### src/rtl/bram_pkg.sv
// Shared constants and FSM state type for the BRAM stream reader.
// The optional abort feature is enabled with the BRAM_READER_ABORT_EN macro.
package bram_pkg;

    localparam int BRAM_READ_LATENCY     = 1;
    localparam int BRAM_READER_BUF_DEPTH = 2;

    typedef enum logic [1:0] {
        IDLE,
        READ,
        DRAIN
    } bram_reader_state_t;

endpackage

### src/rtl/skid_fifo2.sv
// Two-entry FIFO that catches BRAM read data and carries a last-word flag
// alongside each entry.
module skid_fifo2
    import bram_pkg::*;
#(
    parameter int data_width = 16
) (
    input  logic                  clk,
    input  logic                  rst_n,
    input  logic                  flush_i,
    input  logic                  push_i,
    input  logic [data_width-1:0] push_data_i,
    input  logic                  push_last_i,
    input  logic                  pop_i,
    output logic [1:0]            count_o,
    output logic [data_width-1:0] head_data_o,
    output logic                  head_last_o
);

    logic [data_width-1:0] data_q [BRAM_READER_BUF_DEPTH];
    logic                  last_q [BRAM_READER_BUF_DEPTH];
    logic                  wr_ptr_q;
    logic                  rd_ptr_q;
    logic [1:0]            count_q;

    always_ff @(posedge clk or negedge rst_n) begin
        if (!rst_n) begin
            for (int i = 0; i < BRAM_READER_BUF_DEPTH; i++) begin
                data_q[i] <= '0;
                last_q[i] <= 1'b0;
            end
            wr_ptr_q <= 1'b0;
            rd_ptr_q <= 1'b0;
            count_q  <= 2'd0;
        end else if (flush_i) begin
            wr_ptr_q <= 1'b0;
            rd_ptr_q <= 1'b0;
            count_q  <= 2'd0;
        end else begin
            if (push_i) begin
                data_q[wr_ptr_q] <= push_data_i;
                last_q[wr_ptr_q] <= push_last_i;
                wr_ptr_q         <= ~wr_ptr_q;
            end
            if (pop_i) begin
                rd_ptr_q <= ~rd_ptr_q;
            end
            count_q <= count_q + 2'(push_i) - 2'(pop_i);
        end
    end

    assign count_o     = count_q;
    assign head_data_o = data_q[rd_ptr_q];
    assign head_last_o = last_q[rd_ptr_q];

endmodule

### src/rtl/bram_stream_reader.sv
// Streams a range of BRAM words out over valid/ready, hiding the read latency.
// Define BRAM_READER_ABORT_EN to add the abort input.
module bram_stream_reader
    import bram_pkg::*;
#(
    parameter int addr_width = 8,
    parameter int data_width = 16
) (
    input  logic                  clk,
    input  logic                  rst_n,
    input  logic                  cmd_valid,
    output logic                  cmd_ready,
    input  logic [addr_width-1:0] cmd_addr,
    input  logic [addr_width:0]   cmd_len,
    output logic [addr_width-1:0] raddr,
    input  logic [data_width-1:0] rdata,
    output logic                  out_valid,
    input  logic                  out_ready,
    output logic [data_width-1:0] out_data,
    output logic                  out_last,
    output logic                  done
`ifdef BRAM_READER_ABORT_EN
    ,
    input  logic                  abort
`endif
);

    bram_reader_state_t    state_q;
    logic [addr_width-1:0] addr_q;
    logic [addr_width:0]   issue_left_q;
    logic                  inflight_q;
    logic                  inflight_last_q;
    logic                  done_q;

    logic [1:0]            fifo_count;
    logic                  head_last;
    logic                  pop;
    logic                  issue;
    logic                  abort_hit;
    logic [2:0]            occupancy_d;

`ifdef BRAM_READER_ABORT_EN
    assign abort_hit = abort && (state_q != IDLE);
`else
    assign abort_hit = 1'b0;
`endif

    assign out_valid = (fifo_count != 2'd0);
    assign pop       = out_valid && out_ready;
    assign out_last  = out_valid && head_last;
    assign cmd_ready = (state_q == IDLE);
    assign raddr     = addr_q;
    assign done      = done_q;

    // Slots still claimed after this edge: a read may only go out if its data has a home.
    assign occupancy_d = {1'b0, fifo_count} + 3'(inflight_q) - 3'(pop);
    assign issue = (state_q == READ) && (issue_left_q != '0)
                && (occupancy_d < 3'(BRAM_READER_BUF_DEPTH));

    skid_fifo2 #(
        .data_width(data_width)
    ) u_fifo (
        .clk        (clk),
        .rst_n      (rst_n),
        .flush_i    (abort_hit),
        .push_i     (inflight_q),
        .push_data_i(rdata),
        .push_last_i(inflight_last_q),
        .pop_i      (pop),
        .count_o    (fifo_count),
        .head_data_o(out_data),
        .head_last_o(head_last)
    );

    always_ff @(posedge clk or negedge rst_n) begin
        if (!rst_n) begin
            state_q         <= IDLE;
            addr_q          <= '0;
            issue_left_q    <= '0;
            inflight_q      <= 1'b0;
            inflight_last_q <= 1'b0;
            done_q          <= 1'b0;
        end else begin
            done_q          <= 1'b0;
            inflight_q      <= issue;
            inflight_last_q <= issue && (issue_left_q == (addr_width + 1)'(1));
            if (abort_hit) begin
                state_q      <= IDLE;
                issue_left_q <= '0;
                inflight_q   <= 1'b0;
            end else begin
                case (state_q)
                    IDLE: begin
                        if (cmd_valid) begin
                            if (cmd_len == '0) begin
                                done_q <= 1'b1;
                            end else begin
                                addr_q       <= cmd_addr;
                                issue_left_q <= cmd_len;
                                state_q      <= READ;
                            end
                        end
                    end
                    READ: begin
                        if (issue) begin
                            addr_q       <= addr_q + addr_width'(1);
                            issue_left_q <= issue_left_q - (addr_width + 1)'(1);
                            if (issue_left_q == (addr_width + 1)'(1)) begin
                                state_q <= DRAIN;
                            end
                        end
                    end
                    DRAIN: begin
                        if (pop && head_last) begin
                            state_q <= IDLE;
                            done_q  <= 1'b1;
                        end
                    end
                    default: state_q <= IDLE;
                endcase
            end
        end
    end

endmodule
### config.mk
export PLATFORM = sky130hd
export DESIGN_NAME = bram_stream_reader
export DESIGN_NICKNAME = d
export VERILOG_FILES = /design/src/rtl/bram_pkg.sv /design/src/rtl/skid_fifo2.sv /design/src/rtl/bram_stream_reader.sv
export SDC_FILE = /design/constraint.sdc
export NUM_CORES = 1
export LEC_CHECK = 0
export CAP_MARGIN = 20
export CORE_MARGIN = 4
export CORE_UTILIZATION = 40
export DETAILED_ROUTE_END_ITERATION = 12
export PLACE_DENSITY_LB_ADDON = 0.25
export SYNTH_ARGS = -nofsm -noshare
export SYNTH_HDL_FRONTEND = slang
export SYNTH_SLANG_ARGS = --single-unit
### constraint.sdc
create_clock -name clk -period 4.25 [get_ports clk]
set_clock_uncertainty 0.05 [all_clocks]
set_input_delay 0.85 -clock clk [delete_from_list [all_inputs] [get_ports clk]]
set_output_delay 0.85 -clock clk [all_outputs]
set_load 0.01 [all_outputs]
==> out/metrics.cfg <==
[critical_path]
worst_ep_arrival_time_ps=3700
worst-setup-path-type=input pin to flip-flop
path_max_fanout=14
endpoint_kind=flip-flop
critPathRequiredTime_ps=4440
startpoint_type=input pin
r2r_slack_ps=960

[clocking]
post_cts_resized=0
clock-root-buffer=clkbuf_8
numCtsBuffers=9
post-cts-setup-buffers=0
clock_path_buffers=2
clk_pin_slew_ps=70
cts_tree=yes
clk-insertion-delay-late_ps=330
clock_sinks=60
cts-hold-fix-buffers=0
cts.htree.levels=3

[cells_and_area]
syn_to_final_growth_pct=31.4
finish.utilization_pct=54.0
drive_gt1_share_pct=24.4
antennaDiodeCount=0
fin_cells=439
final_nets=380
nFillCells=676

[yosys]
seq_area_frac_synth_pct=50.4
synth_edf_count=0
syn_avg_cell_area_um2=11.1
ys_types=40
syn_inst=269
synth_area_um2=2980
syn_nets=313
synth_seq_cells=60
async_flop_share_pct=100
synth_flop_cell=dfrtp_1
ys.warnings.count=0

[route]
drc=0
vias=2285
post_drt_wl_per_cell_um=14.7
vias_per_cell=5.21
first_pass_iters=4
drt_first_iter_violations=47
wirelength_mm=6.44
ant_nets=0

[placed_design]
place_congestion=0.837
io_buffers=64
hpwl_mm=4.53
placed_cells=423

[global_routing]
grt_max_degree=36
antenna_found_initial=0
grt_pass1_wl_mm=10.7
grt_pass1_vias=2247
grt_overflow=0
grt_use_total_pct=15.3

[job]
max_cap_viol_count=0

[power_and_ir_drop]
powerDensity_nw_per_um2=372
vdd_drop_max_mv=0.158
leakagePower_nw=1.70

[die]
start_util_pct=41.1
die_area_um2=8900
row_count=31
ios=65
core_um2=7250
die_w_um=94.3
die_h_um=94.3

[sta]
max_freq_mhz=285
rsz0062_at_grt=no
slew_headroom_pct=40.1
period_needed_ps=3500
post-route-period-util_pct=82.4
setup_tns_ps=0
slew_viol_final=0
hold_violations=0
finalSetupViolCount=0
worst_slew_pin_slew_ps=895
hold_slack_ps=444

[outcome]
run_status=completed

[hold_path]
hold_class=flip-flop to flip-flop

==> flip-flops by register name, indices dropped and copies added, names as in the netlist <==
| signal | flops |
|---|---|
| raddr | 8 |
| issue_left_q | 9 |
| inflight_last_q | 1 |
| inflight_q | 1 |
| u_fifo.wr_ptr_q | 1 |
| u_fifo.data_q | 32 |
| state_q | 2 |
| done | 1 |
| u_fifo.rd_ptr_q | 1 |
| u_fifo.count_o | 2 |
| u_fifo.last_q | 2 |
==> critical path: stages <==
cell and delay [ps]:
clkdlybuf4s50_1 400, nand2_1 140, inv_1 70, ha_1 260
inv_1 40, ha_1 180, fa_1 380, xnor2_1 140
or3_4 380, o22ai_2 380, buf_4 270, a21oi_1 90
a21oi_1 120
==> placed cells by master, fill, tap and decap left out, drive strengths merged, types with 4 or more instances in the layout <==
master,count
clkdlybuf4s50,63
dfrtp,60
mux2,50
a21oi,24
nand2,21
inv,14
nor2,14
o21ai,11
clkbuf,10
o22ai,9
nand3,6
ha,6
or3,6
buf,5
nor3,4
xnor2,4
==> cell usage after synthesis (all sizes together) (2+ instances only) <==
| cell type | number | area (um2) |
|---|---|---|
| dfrtp | 60 | 1500 |
| mux2 | 50 | 563 |
| a21oi | 24 | 120 |
| nand2 | 21 | 78.8 |
| inv | 14 | 52.6 |
| nor2 | 14 | 52.6 |
| o21ai | 11 | 55.1 |
| o22ai | 9 | 68.8 |
| buf | 7 | 36.3 |
| ha | 6 | 75.1 |
| nand3 | 6 | 30.0 |
| or3 | 6 | 52.6 |
| clkbuf | 5 | 18.8 |
| nor3 | 4 | 20.0 |
| xnor2 | 4 | 35.0 |
| a31oi | 3 | 18.8 |
| or2 | 3 | 18.8 |
| a22o | 2 | 17.5 |
| and3 | 2 | 12.5 |
| mux2i | 2 | 20.0 |
| nor4 | 2 | 12.5 |
==> cell families after synthesis <==
group,count (synthesis),synth area share (%)
buf+inv,26,3.61
mux,52,19.6
flops,60,50.4
simple gates,65,11.1
xor+xnor,5,1.47
compound gates,54,10.7
fa+ha+maj,7,3.19
==> final cells by class <==
class	instances	area (um2)	area share [%]
sequential	60	1500	38.3
multi-input combinational	183	1380	35.2
timing repair buffer	68	673	17.2
clock buffer	10	138	3.51
tap	99	124	3.16
clock inverter	5	52.6	1.34
inverter	14	52.6	1.34
==> report_power, final <==
group / leakage [nW] / internal [mW] / switching (mW)
Combinational: 0.826 / 0.204 / 0.113
Sequential: 0.779 / 0.593 / 0.0467
Clock: 0.0979 / 0.280 / 0.222
==> per-stage QoR <==
step                worst slack, ps  area [um2]  power [mW]
finish                          746        3920        1.46
global route                    508        3920        1.53
CTS                             729        3900        1.48
detailed placement              396        3710       0.971
global placement                493        3710       0.967
floorplan                      1150        2980       0.801
==> path summary, 6_finish.rpt <==
kind,startpoint,endpoint,cells past startpoint
hold / removal,inflight_last_q,u_fifo.last_q[0],1
max in group asynchronous,rst_n,u_fifo.data_q[27],2
hold reg to reg,inflight_last_q,u_fifo.last_q[0],1
min in group asynchronous,rst_n,u_fifo.data_q[5],1
setup reg to reg,u_fifo.count_o[1],issue_left_q[6],13
setup / recovery,out_ready,issue_left_q[6],13
==> routing by layer <==
layer  vias to the layer above  track usage [%]  wire length, um
li1                       1085                -                -
met5                         -                0                0
met2                        67             23.3             2890
met4                         0             3.97               15
met1                      1131             22.0             3150
met3                         2             3.82              387
No activity file was read; power rests on OpenSTA's default activity.
==> edit, RTL diff (config.mk and constraints unchanged) <==
`BRAM_READER_BUF_DEPTH`: 2 -> 4.
--- a/src/rtl/bram_pkg.sv
+++ b/src/rtl/bram_pkg.sv
@@ -3,7 +3,7 @@
 package bram_pkg;
 
     localparam int BRAM_READ_LATENCY     = 1;
-    localparam int BRAM_READER_BUF_DEPTH = 2;
+    localparam int BRAM_READER_BUF_DEPTH = 4;
 
     typedef enum logic [1:0] {
         IDLE,
Check against the original RTL: not equivalent (a bounded check fails within 10 cycles, from zero or initial values and one cycle with rst_n low).
==> edit against the original RTL <==
- register-to-register slack better by 0.37 ns
- worst setup slack worse by 0.069 ns
- critical path depth down 3
- count of clock-buffer cells in the layout up 2
- core utilization up 0.30 points
- sequential cell count unchanged
- global-route usage up 0.94 points
- synthesized area up 3.5%
- design area up 2.2%
- via count up 3.2%
- routed wire length up 7.5%
- critical endpoint unchanged
- highest routed layer unchanged
Power is not compared: it rests on default switching activity, and its combinational part moved more than twofold at a synthesized area within 25%.
==> edit: results (changes against the original RTL) <==
layout:
  nets: 383  # was 380
  inverters_excl_clock: 7  # was 14
  buffers: 67  # was 68
  drive_gt1_frac: 0.220  # was 0.244
global_route:
  met2_usage: 0.268  # was 0.233
  grt_usage: 0.163  # was 0.153
  grt_pass1_vias: 2464  # was 2247
placed_design:
  placed_cell_area_um2: 3790  # was 3710 um2
  place_congestion: 0.851  # was 0.837
  hpwl_um: 4880  # was 4530 um
synth:
  synthTopCellsByArea: "dfrtp_1, mux2_2, nand2_1, nor2_1, ha_1"  # was dfrtp_1, mux2_2, a21oi_1, nand2_1, ha_1
  ys_seq_area_frac: 0.487  # was 0.504
  synth_nets: 320  # was 313
  synth_xor_area_frac: 0.0114  # was 0.0147
  synthAdderAreaFrac: 0.0268  # was 0.0319
  synth_mux_area_frac: 0.200  # was 0.196
  yosysUniqueCellTypes: 45  # was 40
  syn_avg_cell_area_um2: 11.1  # about the same
  synth_compound_area_frac: 0.105  # was 0.107
route:
  routed_wl_um: 6930  # was 6440 um
  num_vias: 2358  # was 2285
min_path:
  hp-start: "u_fifo.data_q[33]$_DFFE_PN0P_"  # was inflight_last_q$_DFF_PN0_
  min_to: "u_fifo.data_q[33]$_DFFE_PN0P_"  # was u_fifo.last_q[0]$_DFFE_PN0P_
setup_path:
  slowest_delay_ns: 0.50  # was 0.40 ns
  critPathMaxFanout: 10  # was 14
  cp.arrival_ns: 3.71  # was 3.70 ns
  reg2reg_depth: 9  # was 13
run_status:
  run_status: "finished, final reports clean"  # unchanged
timing:
  timing.final.crit_share: 0.841  # was 0.824
  slew_headroom: 0.408  # was 0.401
## edit: cell count changes in the layout (fill, tap and decap cells not counted), moves of 4 or more
| cell | before | now |
|---|---|---|
| a21oi_1 | 24 | 9 |
| a221oi_1 | 0 | 4 |
| inv_1 | 14 | 6 |
| nand2_1 | 21 | 26 |
| nand3_1 | 6 | 10 |
| nor2_1 | 13 | 22 |
| o211ai_1 | 1 | 5 |
| o21ai_0 | 10 | 5 |
| o221ai_1 | 0 | 5 |
| o22ai_1 | 7 | 2 |
## edit: power groups by stage
| stage | Combinational [mW] | Sequential, mW | Clock [mW] |
|---|---|---|---|
| 5_1_grt | 1.54 | 1.03 | 0.606 |
| 3_5_place_dp | 1.42 | 1.01 | 0 |
| 3_3_place_gp | 1.39 | 0.995 | 0 |
| 4_1_cts | 1.42 | 0.999 | 0.578 |
| 2_1_floorplan | 0.977 | 0.938 | 0 |
| 6_report | 1.40 | 0.998 | 0.564 |
